File: src/rtl/serdes_pkg.sv
// Shared types and constants for the ISERDES receive word aligner.
package serdes_pkg;

  typedef enum logic [2:0] {
    SETTLE,
    COMPARE,
    SLIP,
    LOCKED,
    FAIL
  } state_t;

  localparam int         ERR_CNT_W         = 16;
  localparam logic [7:0] TRAIN_PATTERN_DEF = 8'hB8;

endpackage

File: src/rtl/serdes_rx_aligner_if.sv
// Aligner-to-PHY signal bundle; master is the aligner, slave is the ISERDES/link side.
interface serdes_rx_aligner_if #(
  parameter int DATA_WIDTH = 8
);

  logic                              RETRAIN;
  logic                              CHECK_EN;
  logic [DATA_WIDTH-1:0]             DATA_IN;
  logic                              BITSLIP;
  logic                              LOCKED;
  logic                              FAIL;
  logic [$clog2(DATA_WIDTH)-1:0]     SLIP_CNT;
  logic [DATA_WIDTH-1:0]             DATA_OUT;
  logic                              DATA_VALID;
  logic [serdes_pkg::ERR_CNT_W-1:0]  ERR_CNT;

  modport master (
    input  RETRAIN, CHECK_EN, DATA_IN,
    output BITSLIP, LOCKED, FAIL, SLIP_CNT, DATA_OUT, DATA_VALID, ERR_CNT
  );

  modport slave (
    output RETRAIN, CHECK_EN, DATA_IN,
    input  BITSLIP, LOCKED, FAIL, SLIP_CNT, DATA_OUT, DATA_VALID, ERR_CNT
  );

endinterface

File: src/rtl/serdes_rx_aligner.sv
// Word aligner: slips the ISERDES boundary until TRAIN_PATTERN repeats MATCH_COUNT times, then passes data.
// Latency: DATA_OUT is DATA_IN delayed one CLKDIV; no backpressure, BITSLIP is a fire-and-forget pulse.
module serdes_rx_aligner
  import serdes_pkg::*;
#(
  parameter int         DATA_WIDTH    = 8,
  parameter logic [7:0] TRAIN_PATTERN = TRAIN_PATTERN_DEF,
  parameter int         SLIP_WAIT     = 3,
  parameter int         MATCH_COUNT   = 16
) (
  input  logic                CLKDIV,
  input  logic                RST,
  serdes_rx_aligner_if.master bus
);

  localparam int SLIP_W  = $clog2(DATA_WIDTH);
  localparam int WAIT_W  = $clog2(SLIP_WAIT);
  localparam int MATCH_W = $clog2(MATCH_COUNT + 1);

  localparam logic [DATA_WIDTH-1:0] PATTERN    = TRAIN_PATTERN[DATA_WIDTH-1:0];
  localparam logic [WAIT_W-1:0]     WAIT_LAST  = WAIT_W'(SLIP_WAIT - 1);
  localparam logic [MATCH_W-1:0]    MATCH_LAST = MATCH_W'(MATCH_COUNT - 1);
  localparam logic [SLIP_W-1:0]     SLIP_LAST  = SLIP_W'(DATA_WIDTH - 1);

  state_t                  state, state_n;
  logic [WAIT_W-1:0]       wait_cnt, wait_n;
  logic [MATCH_W-1:0]      match_cnt, match_n;
  logic [SLIP_W-1:0]       slip_cnt, slip_n;
  logic [ERR_CNT_W-1:0]    err_cnt, err_n;
  logic [DATA_WIDTH-1:0]   data_q;
  logic                    bitslip_q, locked_q, fail_q, valid_q;
  logic                    is_match;

  assign is_match = (bus.DATA_IN == PATTERN);

  always_comb begin
    state_n = state;
    wait_n  = wait_cnt;
    match_n = match_cnt;
    slip_n  = slip_cnt;
    err_n   = err_cnt;

    case (state)
      SETTLE: begin
        if (wait_cnt == WAIT_LAST) begin
          wait_n  = '0;
          match_n = '0;
          state_n = COMPARE;
        end else begin
          wait_n = wait_cnt + WAIT_W'(1);
        end
      end
      COMPARE: begin
        if (is_match) begin
          match_n = match_cnt + MATCH_W'(1);
          if (match_cnt == MATCH_LAST) state_n = LOCKED;
        end else begin
          match_n = '0;
          state_n = (slip_cnt == SLIP_LAST) ? FAIL : SLIP;
        end
      end
      SLIP: begin
        slip_n  = slip_cnt + SLIP_W'(1);
        state_n = SETTLE;
      end
      LOCKED: begin
        // Mismatches are counted only; a locked link never falls back to training on its own.
        if (bus.CHECK_EN && !is_match && (err_cnt != '1))
          err_n = err_cnt + ERR_CNT_W'(1);
      end
      FAIL:    state_n = FAIL;
      default: state_n = SETTLE;
    endcase

    if (bus.RETRAIN) begin
      state_n = SETTLE;
      wait_n  = '0;
      match_n = '0;
      slip_n  = '0;
      err_n   = '0;
    end
  end

  // Flags are decoded from the next state so every output is a flop.
  always_ff @(posedge CLKDIV) begin
    if (RST) begin
      state     <= SETTLE;
      wait_cnt  <= '0;
      match_cnt <= '0;
      slip_cnt  <= '0;
      err_cnt   <= '0;
      data_q    <= '0;
      bitslip_q <= 1'b0;
      locked_q  <= 1'b0;
      fail_q    <= 1'b0;
      valid_q   <= 1'b0;
    end else begin
      state     <= state_n;
      wait_cnt  <= wait_n;
      match_cnt <= match_n;
      slip_cnt  <= slip_n;
      err_cnt   <= err_n;
      data_q    <= bus.DATA_IN;
      bitslip_q <= (state_n == SLIP);
      locked_q  <= (state_n == LOCKED);
      fail_q    <= (state_n == FAIL);
      valid_q   <= (state_n == LOCKED);
    end
  end

  assign bus.BITSLIP    = bitslip_q;
  assign bus.LOCKED     = locked_q;
  assign bus.FAIL       = fail_q;
  assign bus.SLIP_CNT   = slip_cnt;
  assign bus.DATA_OUT   = data_q;
  assign bus.DATA_VALID = valid_q;
  assign bus.ERR_CNT    = err_cnt;

endmodule
File: src/flat_wrapper.sv
// flat-port wrapper written by rule: the top's interface ports become plain ports
module serdes_rx_aligner_flat import serdes_pkg::*;
#(
  parameter int         DATA_WIDTH    = 8,
  parameter logic [7:0] TRAIN_PATTERN = TRAIN_PATTERN_DEF,
  parameter int         SLIP_WAIT     = 3,
  parameter int         MATCH_COUNT   = 16
)
  (CLKDIV, RST, bus_RETRAIN, bus_CHECK_EN, bus_DATA_IN, bus_BITSLIP, bus_LOCKED, bus_FAIL, bus_SLIP_CNT, bus_DATA_OUT, bus_DATA_VALID, bus_ERR_CNT);
  serdes_rx_aligner_if #(.DATA_WIDTH(DATA_WIDTH)) bus_i ();
  input  logic CLKDIV;
  input  logic RST;
  input wire logic [$bits(bus_i.RETRAIN)-1:0] bus_RETRAIN;
  input wire logic [$bits(bus_i.CHECK_EN)-1:0] bus_CHECK_EN;
  input wire logic [$bits(bus_i.DATA_IN)-1:0] bus_DATA_IN;
  output wire logic [$bits(bus_i.BITSLIP)-1:0] bus_BITSLIP;
  output wire logic [$bits(bus_i.LOCKED)-1:0] bus_LOCKED;
  output wire logic [$bits(bus_i.FAIL)-1:0] bus_FAIL;
  output wire logic [$bits(bus_i.SLIP_CNT)-1:0] bus_SLIP_CNT;
  output wire logic [$bits(bus_i.DATA_OUT)-1:0] bus_DATA_OUT;
  output wire logic [$bits(bus_i.DATA_VALID)-1:0] bus_DATA_VALID;
  output wire logic [$bits(bus_i.ERR_CNT)-1:0] bus_ERR_CNT;
  assign bus_i.RETRAIN = bus_RETRAIN;
  assign bus_i.CHECK_EN = bus_CHECK_EN;
  assign bus_i.DATA_IN = bus_DATA_IN;
  assign bus_BITSLIP = bus_i.BITSLIP;
  assign bus_LOCKED = bus_i.LOCKED;
  assign bus_FAIL = bus_i.FAIL;
  assign bus_SLIP_CNT = bus_i.SLIP_CNT;
  assign bus_DATA_OUT = bus_i.DATA_OUT;
  assign bus_DATA_VALID = bus_i.DATA_VALID;
  assign bus_ERR_CNT = bus_i.ERR_CNT;
  serdes_rx_aligner #(.DATA_WIDTH(DATA_WIDTH), .TRAIN_PATTERN(TRAIN_PATTERN), .SLIP_WAIT(SLIP_WAIT), .MATCH_COUNT(MATCH_COUNT)) u_core (.CLKDIV(CLKDIV), .RST(RST), .bus(bus_i));
endmodule
File: config.mk
export PLATFORM = sky130hd
export DESIGN_NAME = serdes_rx_aligner_flat
export DESIGN_NICKNAME = d
export VERILOG_FILES = /design/src/rtl/serdes_pkg.sv /design/src/rtl/serdes_rx_aligner_if.sv /design/src/rtl/serdes_rx_aligner.sv /design/src/flat_wrapper.sv
export SDC_FILE = /design/constraint.sdc
export NUM_CORES = 1
export LEC_CHECK = 0
export ABC_AREA = 1
export CORE_ASPECT_RATIO = 2
export CORE_MARGIN = 2
export CORE_UTILIZATION = 50
export CTS_CLUSTER_SIZE = 30
export DETAILED_ROUTE_END_ITERATION = 8
export PLACE_DENSITY = 0.86
export SLEW_MARGIN = 20
export SYNTH_ARGS = -nofsm -noshare
export SYNTH_HDL_FRONTEND = slang
export SYNTH_SLANG_ARGS = --single-unit
File: constraint.sdc
create_clock -name CLKDIV -period 1.9 [get_ports CLKDIV]
set_input_delay 0.57 -clock CLKDIV [delete_from_list [all_inputs] [get_ports CLKDIV]]
set_output_delay 0.57 -clock CLKDIV [all_outputs]
set_load 0.01 [all_outputs]
Word level (Yosys, flattened, before mapping)
Index checks and enable logic that the tools add are counted.

word-level totals
  word-level logic and storage cells = 44
  bits of input ports = 12
  flip-flop bits (word level) = 40

operators by class
  eq/ne operators = 13
  reductions and logical operators = 8
  $add $sub $neg = 4
  mux-type cells = 10

operators by type and width
  operator                                               number
  adder 16 x 1 -> 16 bit, second input constant          1
  inequality test 16 bit, second input constant          1
  2-to-1 mux 3 bit                                       5
  == test 3 x 2 -> 1 bit, second input constant          4
  one-hot mux 3 bit (4 select lines)                     1
  2-to-1 mux 5 bit                                       2
  one-hot mux 5 bit (2 select lines)                     1
  == test 3 bit, second input constant                   3
  == test 8 bit, second input constant                   1
  adder 5 x 1 -> 5 bit, second input constant            1
  == test 5 x 4 -> 1 bit, second input constant          1
  AND reduction 2 bit                                    2
  adder 3 x 1 -> 3 bit, second input constant            1
  == test 3 x 1 -> 1 bit, second input constant          1
  logical NOT 3 bit                                      1
  adder 2 x 1 -> 2 bit, second input constant            1
  == test 2 bit, second input constant                   1
  logical AND 1 bit                                      2
  2-to-1 mux 2 bit                                       1
  inequality test 2 x 1 -> 1 bit, second input constant  1
  nonzero test 2 bit                                     1
  OR reduction 2 bit                                     1
  logical NOT 1 bit                                      1

Depth between registers and ports, before layout
Gate-level depths: netlist of run 1.

  depth after elaboration = 6
  depth in mapped cells = 10
  depth with buffers taken out = 9

Least setup slack after synthesis of run 1
Ideal clock, no wire load.

  path kind = register -> register
  from = register u_core.err_cnt[1], in the netlist u_core.bus.ERR_CNT[1]
  to = register u_core.err_cnt[13], in the netlist u_core.bus.ERR_CNT[13]
  slack = 0.342 ns
  required time = 1.834 ns
  path buffers = 1
  arrival = 1.492 ns
  stages on the path, launching flop included = 11
  path through = dfxtp_1 ha_1 nand2_1 nor2_4 nand2_4 nor2_8 nand2_4 nand2_8 buf_12 nand2_1 a21oi_2

on the way
  word-level cells in the longest chain between the ends = 3

RTL lines
  item                                                                            line                      source
  from (decl)                                                                     serdes_rx_aligner.sv:29   logic [ERR_CNT_W-1:0] err_cnt, err_n;
  from (signal assigned)                                                          serdes_rx_aligner.sv:102  err_cnt <= err_n;
  parallel branches: the longest is 3 deep, another holds adder 16 x 1 -> 16 bit  -

Several ways; the timed one is not identified.
A chain may end at the register's enable or synchronous reset.

Final worst setup path of run 1
  from = register u_core.err_cnt[7], in the netlist u_core.bus.ERR_CNT[7]
  to = output port bus_ERR_CNT[7]

RTL lines
  item       line                source
  to (decl)  flat_wrapper.sv:22  output wire logic [$bits(bus_i.ERR_CNT)-1:0] bus_ERR_CNT;

No word-level cell between the ends.

==> flow_metrics.py, run 1 <==
metrics = {
    "yosys": {
        "synthCells": 292,
        "ys_ff_latch": 40,
        "post_synth.cell_area_avg_um2": 6.95,
        "syn_area_um2": 2030,
        "seq_area_frac_synth": 0.394,
        "synth_area_leader_cell": "dfxtp_1",
        "synth.distinct_cells": 26,
        "yosys.area.top_type_share": 0.394,
        "syn_nets": 309,
        "synth_edf_count": 0,
        "synth_warnings": 0,
        "ys.flop_type": "dfxtp_1",
        "yosys-top-cells-area": "dfxtp_1, nand2_1, nor2_1, inv_1, nand3_1",
        "async_flop_share": 0,
    },
    "timing": {
        "fmax_mhz": 538,
        "worst_slew_pin_slew_ns": 0.463,
        "final-setup-viol-count": 0,
        "fin_crit_sh": 0.979,
        "finalMaxSlewViolations": 0,
        "hold_viol": 0,
        "fin_tns_setup_ns": 0,
        "rsz0062_at_grt": "no",
        "period_minus_slack_ns": 1.86,
        "skew_ns": 0.00408,
        "slew_headroom": 0.689,
    },
    "run": {
        "drv_cap": 0,
    },
    "die": {
        "die_x_um": 49.1,
        "die_h_um": 94.1,
        "fp.coreArea_um2": 3880,
        "rows": 32,
        "start_util": 0.523,
        "ios": 43,
        "dieArea_um2": 4620,
    },
    "clock_network": {
        "cts-root-buf": "clkbuf_8",
        "cts_buffers": 5,
        "clk_latency_ns": 0.30,
        "clock_sinks": 40,
        "cts.clk_slew.worst_paths_ns": 0.08,
        "h-tree-depth": 2,
        "cts_hold_buf": 0,
        "cts_tree": "done",
        "post-cts-setup-buffers": 0,
        "cts_buffer_depth": 2,
    },
    "layout": {
        "num_antenna_cells": 0,
        "fillers": 325,
        "final_common_cell": "nand2_1",
        "fin_nets": 369,
        "mostFrequentLayoutCells": "nand2_1, nor2_1, clkdlybuf4s50_1, inv_1, dfxtp_1",
        "final_area_um2": 2710,
        "fin_util": 0.698,
        "syn_to_final_growth_pct": 33.5,
        "drive_gt1_frac": 0.130,
    },
    "drt": {
        "dr_total_vias": 2036,
        "drtIter0Drc": 40,
        "ant_nets": 0,
        "dr.pass1.iters": 5,
        "wire_per_inst_um": 12.1,
        "finalWirelength_mm": 4.91,
        "drc": 0,
        "post_drt_via_cell_ratio": 5.04,
    },
    "worst_hold_path": {
        "hold_start": "u_core.match_cnt[4]",
        "hold_depth": 2,
        "hp-class": "register to register",
    },
    "setup_path": {
        "endpoint_kind": "output pin",
        "crit_buf_inv": 1,
        "worst_r2r_startpoint": "u_core.bus.ERR_CNT[0]",
        "cpLargestDelayFamily": "buffers and inverters",
        "cp.depth": 1,
        "cp_data_required_time_ns": 1.33,
        "critical_path_arrival_ns": 1.29,
        "critPathLaunch": "u_core.bus.ERR_CNT[7]",
        "r2r_cells": 9,
        "reg2reg_slack_ns": 0.29,
        "slowest_stage": "clkdlybuf4s50_1",
        "path_max_fanout": 6,
        "startpoint_type": "register",
        "cp_cell_sequence": "clkdlybuf4s50_1",
        "crit_type": "register to output pin",
        "cpPeakStageDelay_ns": 0.57,
    },
    "run_status": {
        "status": "finished, final reports clean",
    },
    "power_and_ir_drop": {
        "powerDensity_nw_per_um2": 605,
        "p_leak_nw": 1.13,
        "power_mw": 1.64,
        "vdd_drop_max_v": 0.000615,
    },
    "global_routing": {
        "grt_max_degree": 16,
        "antenna_found_initial": 0,
        "grt_pass1_vias": 1962,
        "overflow": 0,
        "track_usage": 0.229,
        "grt_pass1_wl_mm": 8.24,
    },
    "placed_design": {
        "gp_congestion": 0.906,
        "hpwlAfterDp_mm": 3.73,
        "io_buffers": 42,
        "placed_area_um2": 2590,
    },
}
-- power breakdown --
group / leakage (nW) / switching [mW] / internal [mW]
Sequential: 0.328 / 0.00385 / 0.849
Combinational: 0.752 / 0.0443 / 0.0537
Clock: 0.0552 / 0.300 / 0.390
Total: 1.13 / 0.348 / 1.29
-- cell families after synthesis --
kind of cell,count (synthesis),synth area share
compound gates,34,0.0912
xor+xnor,4,0.0173
fa+ha+maj,5,0.0308
buf+inv,43,0.0900
flops,40,0.394
simple gates,166,0.376
-- per-stage QoR --
stage / hold slack (ns) / instances / worst slack, ns
after global placement: 0.450 / 396 / -0.0865
after CTS: 0.471 / 404 / 0.0149
after detailed placement: 0.459 / 396 / -0.139
after global routing: 0.498 / 404 / 0.000401
after floorplan: 0.444 / 292 / 0.342
final: 0.474 / 404 / 0.0403
-- worst paths after layout --
kind                           end
max                 bus_ERR_CNT[7]
min            u_core.match_cnt[4]
max reg2reg  u_core.bus.ERR_CNT[7]
min reg2reg    u_core.match_cnt[4]
-- final cells by class --
| type | count | area [um2] | share of cell area |
|---|---|---|---|
| Clock inverter | 2 | 35.0 | 0.0129 |
| Clock buffer | 6 | 72.6 | 0.0268 |
| Multi-Input combinational cell | 209 | 1050 | 0.386 |
| Tap cell | 51 | 63.8 | 0.0235 |
| Timing Repair Buffer | 58 | 541 | 0.199 |
| Sequential cell | 40 | 808 | 0.298 |
| Inverter | 38 | 143 | 0.0526 |
-- sequential cells by signal, summed over array words and instances (netlist names) --
register	flops
u_core.bus.BITSLIP	1
u_core.bus.DATA_OUT	8
u_core.bus.ERR_CNT	16
u_core.bus.FAIL	1
u_core.bus.LOCKED	1
u_core.bus.SLIP_CNT	3
u_core.match_cnt	5
u_core.state	3
u_core.wait_cnt	2
-- what timing repair did --
item / CTS / global route
gates cloned: 0 / 0
gates resized for setup: 1 / 5
pin swaps: 0 / 0
endpoints found under the setup margin: 1 / 5
-- routing by layer --
metal	up-vias	wire, um	track usage	share of wire
li1	1032	-	-	-
met1	926	1680	0.208	0.34
met2	65	2850	0.443	0.58
met3	13	203	0.0446	0.041
met4	0	164	0.145	0.033
met5	-	0	0	0
-- cells in the mapped netlist, types with 3 or more instances --
cell,count
a21oi_1,17
a21oi_2,4
dfxtp_1,40
ha_1,5
inv_1,34
inv_2,4
nand2_1,76
nand3_1,18
nand3b_1,6
nand4_1,4
nor2_1,49
nor3_1,3
o21ai_0,13
xor2_1,3
Note: power is estimated with default switching activity, not from simulation.
==> run 2: changes to the inputs <==
- CTS_CLUSTER_SIZE: 30 -> 24
==> results of run 2 <==
The final DEF is identical to that of run 1; final timing and power are the same.
==> run 3: changes to the inputs <==
- ABC_CLOCK_PERIOD_IN_PS: not set -> 1900
==> results of run 3 <==
The final DEF is identical to that of run 1; final timing and power are the same.
